===== config.mk =====
export PLATFORM = sky130hd
export DESIGN_NAME = npu_wr_sched
export DESIGN_NICKNAME = d
export VERILOG_FILES = /design/src/rtl/npu_wr_sched.sv
export SDC_FILE = /design/constraint.sdc
export NUM_CORES = 1
export LEC_CHECK = 0
export BUFFER_PORTS_ARGS = -buffer_cell sky130_fd_sc_hd__buf_4
export CAP_MARGIN = 10
export CELL_PAD_IN_SITES_DETAIL_PLACEMENT = 2
export CELL_PAD_IN_SITES_GLOBAL_PLACEMENT = 2
export CORE_MARGIN = 10
export CORE_UTILIZATION = 29
export DETAILED_ROUTE_END_ITERATION = 7
export PLACE_DENSITY_LB_ADDON = 0.1
export SKIP_CTS_REPAIR_TIMING = 1
export SKIP_LAST_GASP = 1
export SYNTH_ARGS = -nofsm -noshare
export SYNTH_HDL_FRONTEND = slang
export SYNTH_SLANG_ARGS = --single-unit

===== constraint.sdc =====
create_clock -name npu_clk -period 3.56 [get_ports npu_clk]
set_input_delay 0.356 -clock npu_clk [delete_from_list [all_inputs] [get_ports npu_clk]]
set_output_delay 0.356 -clock npu_clk [all_outputs]
set_load 0.005 [all_outputs]

===== src/rtl/npu_wr_sched.sv =====
// npu_wr_sched: grants one requester (binner or loader) a whole frame of pixel writes, then pulses npu_start.
// Latency: one cycle from an accepted in-range transfer to npu_write_en with registered npu_addr/npu_data.
// Backpressure: only the frame owner sees ready, and only in FILL; both readies are low in IDLE/START/WAIT.
// Option: define NPU_WR_SCHED_TIMEOUT_EN to abort a frame after 1024 transfer-free cycles in FILL.
module npu_wr_sched #(
   parameter int NUM_PIXELS = 3072,
   parameter int ADDR_W     = 12,
   parameter int DATA_W     = 8
) (
   input  logic              npu_clk,
   input  logic              npu_rst,
   input  logic              bin_valid,
   input  logic [ADDR_W-1:0] bin_addr,
   input  logic [DATA_W-1:0] bin_data,
   output logic              bin_ready,
   input  logic              ldr_valid,
   input  logic [ADDR_W-1:0] ldr_addr,
   input  logic [DATA_W-1:0] ldr_data,
   output logic              ldr_ready,
   output logic              npu_write_en,
   output logic [ADDR_W-1:0] npu_addr,
   output logic [DATA_W-1:0] npu_data,
   output logic              npu_start,
   input  logic              npu_done,
   output logic              err_addr,
   output logic              timeout_err
);

   localparam int                CNT_W      = $clog2(NUM_PIXELS + 1);
   localparam int                LIM_W      = ADDR_W + 1;
   localparam logic [LIM_W-1:0]  ADDR_LIMIT = LIM_W'(NUM_PIXELS);
   localparam logic [CNT_W-1:0]  CNT_LAST   = CNT_W'(NUM_PIXELS - 1);

   typedef enum logic [1:0] {IDLE, FILL, START, WAIT} state_t;

   state_t            state, state_nxt;
   logic              owner, owner_nxt;   // 0: binner, 1: loader
   logic [CNT_W-1:0]  count;
   logic              sel_valid;
   logic [ADDR_W-1:0] sel_addr;
   logic [DATA_W-1:0] sel_data;
   logic              in_range;
   logic              xfer;
   logic              wr_fire;
   logic              abort;

   // Only the owner's request is ever looked at; the other side simply sees ready low.
   assign sel_valid = owner ? ldr_valid : bin_valid;
   assign sel_addr  = owner ? ldr_addr  : bin_addr;
   assign sel_data  = owner ? ldr_data  : bin_data;
   assign in_range  = {1'b0, sel_addr} < ADDR_LIMIT;
   assign xfer      = (state == FILL) && sel_valid;
   assign wr_fire   = xfer && in_range;

   // State and owner registers; reset abandons any frame in flight.
   always_ff @(posedge npu_clk) begin
      if (npu_rst) begin
         state <= IDLE;
         owner <= 1'b0;
      end else begin
         state <= state_nxt;
         owner <= owner_nxt;
      end
   end

   // Next-state, ownership grant and handshake outputs.
   always_comb begin
      state_nxt = state;
      owner_nxt = owner;
      bin_ready = 1'b0;
      ldr_ready = 1'b0;
      npu_start = 1'b0;
      case (state)
         IDLE: begin
            // Binner has priority when both ask in the same cycle.
            if (bin_valid) begin
               owner_nxt = 1'b0;
               state_nxt = FILL;
            end else if (ldr_valid) begin
               owner_nxt = 1'b1;
               state_nxt = FILL;
            end
         end
         FILL: begin
            bin_ready = ~owner;
            ldr_ready = owner;
            if (wr_fire && (count == CNT_LAST)) begin
               state_nxt = START;
            end else if (abort) begin
               owner_nxt = 1'b0;
               state_nxt = IDLE;
            end
         end
         START: begin
            // Coincides with the final write, which is registered one cycle after its transfer.
            npu_start = 1'b1;
            state_nxt = WAIT;
         end
         WAIT: begin
            if (npu_done) begin
               owner_nxt = 1'b0;
               state_nxt = IDLE;
            end
         end
         default: state_nxt = IDLE;
      endcase
   end

   // Frame write counter: counts accepted in-range writes, duplicates included.
   always_ff @(posedge npu_clk) begin
      if (npu_rst) begin
         count <= '0;
      end else if (((state == WAIT) && npu_done) || abort) begin
         count <= '0;
      end else if (wr_fire) begin
         count <= count + CNT_W'(1);
      end
   end

   // NPU write port and sticky address error; out-of-range beats are consumed silently.
   always_ff @(posedge npu_clk) begin
      if (npu_rst) begin
         npu_write_en <= 1'b0;
         npu_addr     <= '0;
         npu_data     <= '0;
         err_addr     <= 1'b0;
      end else begin
         npu_write_en <= wr_fire;
         if (wr_fire) begin
            npu_addr <= sel_addr;
            npu_data <= sel_data;
         end
         if (xfer && !in_range) begin
            err_addr <= 1'b1;
         end
      end
   end

`ifdef NPU_WR_SCHED_TIMEOUT_EN
   logic [9:0] idle_cnt;

   // Abort on the 1024th consecutive transfer-free cycle of FILL.
   assign abort = (state == FILL) && !xfer && (idle_cnt == 10'd1023);

   // Idle-cycle counter, restarted by every transfer and outside FILL.
   always_ff @(posedge npu_clk) begin
      if (npu_rst || (state != FILL) || xfer) begin
         idle_cnt <= '0;
      end else begin
         idle_cnt <= idle_cnt + 10'd1;
      end
   end

   // Sticky record that a frame was dropped for inactivity.
   always_ff @(posedge npu_clk) begin
      if (npu_rst) begin
         timeout_err <= 1'b0;
      end else if (abort) begin
         timeout_err <= 1'b1;
      end
   end
`else
   assign abort       = 1'b0;
   assign timeout_err = 1'b0;
`endif

endmodule

Yosys cells after proc, flatten, opt, wreduce, memory -nomap -nowiden. Cells that the tools add are included.

Bits in registers: 37. Input bits: 45.

Add/sub/neg operators: 1. Order comparisons: 1. Equal/unequal tests: 7. Mux-type cells: 15. Bitwise logic cells: 1. Reductions and logical operators: 11.

Operators by type and width (number): 12-bit by 1-bit adder with 12-bit output (second input constant) (1); 12-bit == test (second input constant) (1); 12-bit < comparator (second input constant) (1); 12-bit two-way mux (1); 2-bit two-way mux (4); 8-bit two-way mux (1); 2-bit one-hot mux with 4 select lines (1); 1-bit two-way mux (7); 3-bit AND reduction (2); 1-bit logical AND (5); 2-bit == test (second input constant) (2); 3-bit != test (second input constant) (1); 2-bit by 1-bit == test with 1-bit output (second input constant) (1); 2-bit zero test (1); 2-bit by 1-bit != test with 1-bit output (second input constant) (1); 2-bit != test (second input constant) (1); 1-bit one-hot mux with 2 select lines (1); 2-bit nonzero test (1); 2-bit OR reduction (1); 1-bit zero test (1); 1-bit NOT (1).

Longest topological paths before layout. Gate-level depths: netlist of run 1.

Depth after elaboration: 6. Gate-level depth with buffers: 7.

Worst setup path after synthesis of run 1. No wires, ideal clock.

Kind: reg2reg. Start point: register state[1]. End point: register state[0]. Arrival: 1451 ps. Required time: 3473 ps. Path slack: 2022 ps. Cell stages (with the launch flop): 7. Buffers on the path: 0. Period minus slack after synthesis: 1538 ps. Path through: dfxtp_1 -> inv_1 -> ha_1 -> and4_4 -> nand3_2 -> a2111o_1 -> o31ai_1.

Longest elaborated chain between the ends: 6. Elaborated cells on any way between the ends: 12. Those cells by class: eq/ne (6); mux (1); reduce/logical (5).

RTL lines: start: declaration (RTL line 36) `state_t state, state_nxt;`; start signal: assignment (RTL line 61) `state <= state_nxt;`; 2-bit by 1-bit == test with 1-bit output (RTL line 52, 73); 1-bit logical AND (RTL line 52) `assign xfer = (state == FILL) && sel_valid;`; 1-bit logical AND (RTL line 53) `assign wr_fire = xfer && in_range;`; 1-bit logical AND (RTL line 87) `if (wr_fire && (count == CNT_LAST)) begin`; 2-bit by 1-bit != test with 1-bit output (no source line); 3-bit AND reduction (no source line).

Several ways; a longest one is shown, not always the timed one. A chain may end at the register's enable or synchronous reset.

Worst setup path in the final report of run 1. Same ends and word-level chain as after synthesis.

==> results of run 1 <==
## Yosys cell counts
cell type,count
dfxtp_1,37
nor2_1,36
a211oi_1,21
mux2i_1,20
xor2_1,9
ha_1,6
nand4_1,6
clkbuf_1,5
and2_1,4
buf_4,4
nand2_1,4
nand2b_1,4
nor2b_1,4
buf_2,3
nor3_1,3
a21o_1,2
a21oi_1,2
and3_1,2
and4_1,2
inv_1,2
nand3_1,2
o21ai_0,2
xnor2_1,2
a2111o_1,1
a31oi_1,1
and4_4,1
buf_6,1
conb_1,1
mux2_2,1
nand3_2,1
nand3b_1,1
o31ai_1,1
## per-layer routing
layer / GRT usage (%) / wire [um] / vias up
li1: - / - / 793
met1: 12.5 / 2300 / 735
met5: 0 / 0 / -
met4: 3.64 / 72 / 0
met2: 18.0 / 2640 / 44
met3: 6.34 / 511 / 6
## power by group
group / switching, mW / total (mW) / internal [mW]
clock: 0.163 / 0.373 / 0.210
combinational: 0.222 / 0.438 / 0.215
sequential: 0.0397 / 0.513 / 0.474
total: 0.425 / 1.32 / 0.899
## sequential cells by signal (all words and copies together) (netlist names)
signal,count
state,2
npu_write_en,1
owner,1
npu_addr,12
err_addr,1
npu_data,8
count,12
## kinds of logic after synthesis
group | count (synthesis)
xor gates and xnor gates | 11
and+or+nand+nor | 70
AOI/OAI and AO/OA | 30
other | 1
buffers and inverters | 15
muxes | 21
adders and majority gates | 6
DFF | 37
## tightest hold or removal path, delay by kind of cell
kind	cells	cell delay, ns
and+or+nand+nor	1	0.12
AOI/OAI and AO/OA	1	0.08
buffers and inverters	1	0.09
## metrics by stage
step / setup WS, ns / power, mW / std cells
2_1_floorplan: 2.02 / 0.784 / 191
4_1_cts: 1.32 / 1.36 / 331
3_5_place_dp: 1.35 / 0.974 / 323
5_1_grt: 1.11 / 1.43 / 331
3_3_place_gp: 1.44 / 0.956 / 323
6_report: 1.35 / 1.32 / 331
## area by class of cell
type / instances / area [um^2] / area share, %
clock inverter: 3 / 46.3 / 1.90
timing repair buffer: 70 / 526 / 21.6
multi-input combinational: 139 / 951 / 39.1
clock buffer: 5 / 68.8 / 2.83
tap: 75 / 93.8 / 3.86
sequential: 37 / 741 / 30.4
inverter: 2 / 7.51 / 0.308
## final timing paths
check | startpoint | to | slack (ns)
setup / recovery | state[1] | state[0] | 1.35
setup reg to reg | state[1] | state[0] | 1.35
hold / removal | ldr_addr[10] | npu_addr[10] | 0.40
hold reg to reg | npu_data[0] | npu_data[0] | 0.51
==> out/metrics.csv, run 1 <==
metric,value,unit
status,finished clean,
TritonCTS buffer count,5,
Mapped Nets,242,
Adder-Cell Fraction of Synth Area,4.23,%
antenna violations before repair,0,
Leak,1.01,nW
"Reg clk slew, reported paths",0.08,ns
PwrDens,544,nW/um^2
WP data arrival,2.41,ns
H-tree levels,2,
"delay-heaviest family, CP",simple AND/OR/NAND/NOR gates,
Max Buffers Root-to-Sink,2,
multiplexer share of the synthesized area,11.9,%
worst-skew pair later-pin latency,0.29,ns
DRT Wirelength,5.52,mm
maximum fanout along the worst path,48,
max_slew headroom,65.8,%
via count,1578,
number of port buffers,69,
Rows,28,
crit path time final,2.21,ns
TritonCTS Sinks,37,
I/O pins,71,
root buf cell,clkbuf_8,
Final Skew,0.00489,ns
Total GRT Usage,11.3,%
Initial Util,30.0,%
R2R cell count,6,
WHS,0.404,ns
DR DRC count,0,
ant diodes,0,
Worst Hold Depth,3,
placed wire-length estimate,4.27,mm
die width,98.2,um
VDD IR max,0.184,mV
Post-Syn Area,1770,um^2
grt total ovfl,0,
Worst-Margin Slew,0.512,ns
post-synthesis cell count,191,
Die Area,9650,um^2
largest family of logic cells by synthesized area,simple AND/OR/NAND/NOR gates,
register area share after synthesis,41.7,%
Unique masters post-synth,32,
"Req. time, crit path",3.77,ns
core area,5920,um^2
max-slew violations,0,
Area contributors post-synth,"dfxtp_1, mux2i_1, a211oi_1",
Detailed Route Iter0 Violations,9,
CTS tree,done,
largest net degree at the start of global routing,49,
vias per std cell,4.77,
"commonest non-fill, non-tap cell in the layout",buf_4,
Max Cap Viol,0,
area share of the largest cell type after synthesis,41.7,%
Placed Area,2320,um^2
Area growth syn-to-layout,37.2,%
Synth Area in XOR/XNOR,5.43,%
"Setup violations, final",0,
HP Class,input port to flop,
Post-Synth Simple-Gate Area,19.5,%
post-synth top area cell,dfxtp_1,
drt wl/cell,16.7,um
most frequent cells in the layout,"buf_4, dfxtp_1, nor2_1",
post-layout util,41.1,%
crit-path cells,inv_1 -> ha_1 -> and4_4 -> nand3_2 -> a2111o_1 -> o31ai_1,
YS warnings,0,
CP startpoint kind,flop,
Die Y-Extent,98.2,um
worst stage delay on the critical path,0.62,ns
CP bufs+invs,1,
Synth Area per Inst,9.29,um^2
Crit-path slowest cell,and4_4,
setup TNS,0,ns
CP Capture Type,flop,
post-synthesis compound-gate area fraction,12.3,%
vias in the first global route,1717,
ratio of cells with drive above 1 in the final layout,31.6,%
GPL Wtd Cong,0.677,
RSZ-0062 raised after global routing,no,
Yosys reg bits,37,
first-pass GRT wire length,8.96,mm
post-route cell area,2430,um^2
Detail Route Antenna Nets,0,
CP Depth,6,
router iterations before antenna repair,4,
final hold violations,0,
Setup CP Type,flop to flop,
Final nets,306,
filler cell count,661,
f_max,453,MHz
final worst-path cycle share,62.0,%
Power figures use the tool's default switching activity.
==> inputs of run 2 (changes only) <==
Settings changed: CORE_UTILIZATION 29 to 27.
Clock period 3.56 ns to 2.3 ns, I/O delays scaled along.
==> out/metrics.csv, run 2 (synthesis gave the netlist of run 1 again) <==
metric,value,unit
GPL Wtd Cong,0.728,
TritonCTS buffer count,5,
"Reg clk slew, reported paths",0.08,ns
f_max,516,MHz
Leak,1.03,nW
core area,6350,um^2
via count,1621,
TritonCTS Sinks,37,
reg2reg start,state[1],
overall power,2.07,mW
status,finished clean,
R2R cell count,6,
Detailed Route Iter0 Violations,25,
Final Non-Filler Cells,335,
Final WS setup,0.363,ns
Final Skew,0.00520,ns
FF/Latch Area,741,um^2
area of the multi-input gates,951,um^2
Initial Util,27.9,%
vias per std cell,4.84,
post-route cell area,2460,um^2
antenna violations before repair,0,
setup TNS,0,ns
"Setup violations, final",0,
number of port buffers,69,
drt wl/cell,16.2,um
crit path from,state[1],
Hold EP,npu_data[7],
"Req. time, crit path",2.51,ns
critical hold path startpoint,bin_data[7],
WP data arrival,2.14,ns
VDD IR max,0.283,mV
Max Buffers Root-to-Sink,2,
first-pass GRT wire length,8.96,mm
Area growth syn-to-layout,38.4,%
grt total ovfl,0,
post-layout util,38.7,%
HP Class,input port to flop,
largest net degree at the start of global routing,31,
most frequent cells in the layout,"buf_4, dfxtp_1, nor2_1",
Die Y-Extent,101,um
Regs by FF count,"count x12, npu_addr x12, npu_data x8",
H-tree levels,2,
ratio of cells with drive above 1 in the final layout,32.2,%
Reg2Reg Setup Slack,0.36,ns
CP Capture Type,flop,
worst-skew pair later-pin latency,0.29,ns
RR Endpoint,npu_addr[9],
ant diodes,0,
Die Area,10200,um^2
DRT Wirelength,5.44,mm
PwrDens,842,nW/um^2
I/O pins,71,
Placed Instances,327,
pre-CTS WS,0.339,ns
Max Cap Viol,0,
CP startpoint kind,flop,
CTS tree,done,
WHS,0.281,ns
Worst Hold Depth,3,
vias in the first global route,1781,
RSZ-0062 raised after global routing,no,
placed wire-length estimate,4.31,mm
maximum fanout along the worst path,30,
filler cell count,733,
die width,101,um
DR DRC count,0,
Total GRT Usage,10.8,%
final worst-path cycle share,84.2,%
final hold violations,0,
"commonest non-fill, non-tap cell in the layout",buf_4,
Rows,29,
root buf cell,clkbuf_8,
Final nets,308,
max-slew violations,0,
Setup CP Type,flop to flop,
crit path time final,1.94,ns
Detail Route Antenna Nets,0,
router iterations before antenna repair,4,
Placed Area,2340,um^2
-- run 2: critical path, stage by stage (launching register included) --
cell,delay [ns]
dfxtp_1,0.34
inv_1,0.11
ha_1,0.32
and4_4,0.43
buf_4,0.34
nor2_1,0.07
a211oi_1,0.22
-- run 2: layout make-up --
type,instances,area share (%)
timing repair buffer,72,22.0
tap,77,3.92
sequential,37,30.2
inverter,2,0.306
clock inverter,2,1.53
multi-input combinational,139,38.7
clock buffer,6,3.36
-- run 2: report_power, final --
part	switching, mW	total, mW	internal, mW
sequential	0.0583	0.791	0.733
clock	0.245	0.598	0.353
combinational	0.339	0.679	0.340
-- run 2: how the worst max path moves through the flow --
stage	endpoint	cells past startpoint
finish	npu_addr[9]	6
global route	npu_addr[1]	6
CTS	npu_addr[0]	6
detailed placement	npu_addr[0]	6
global placement	state[0]	6
floorplan	state[0]	6
-- run 2: metal layers --
layer | wire (um) | global-route usage, % | up-vias | share of wire [%]
met5 | 0 | 0 | - | 0
met4 | 78 | 3.86 | 0 | 1.4
met3 | 336 | 4.18 | 6 | 6.2
met2 | 2640 | 17.5 | 41 | 49
met1 | 2390 | 12.7 | 775 | 44
li1 | - | - | 799 | -
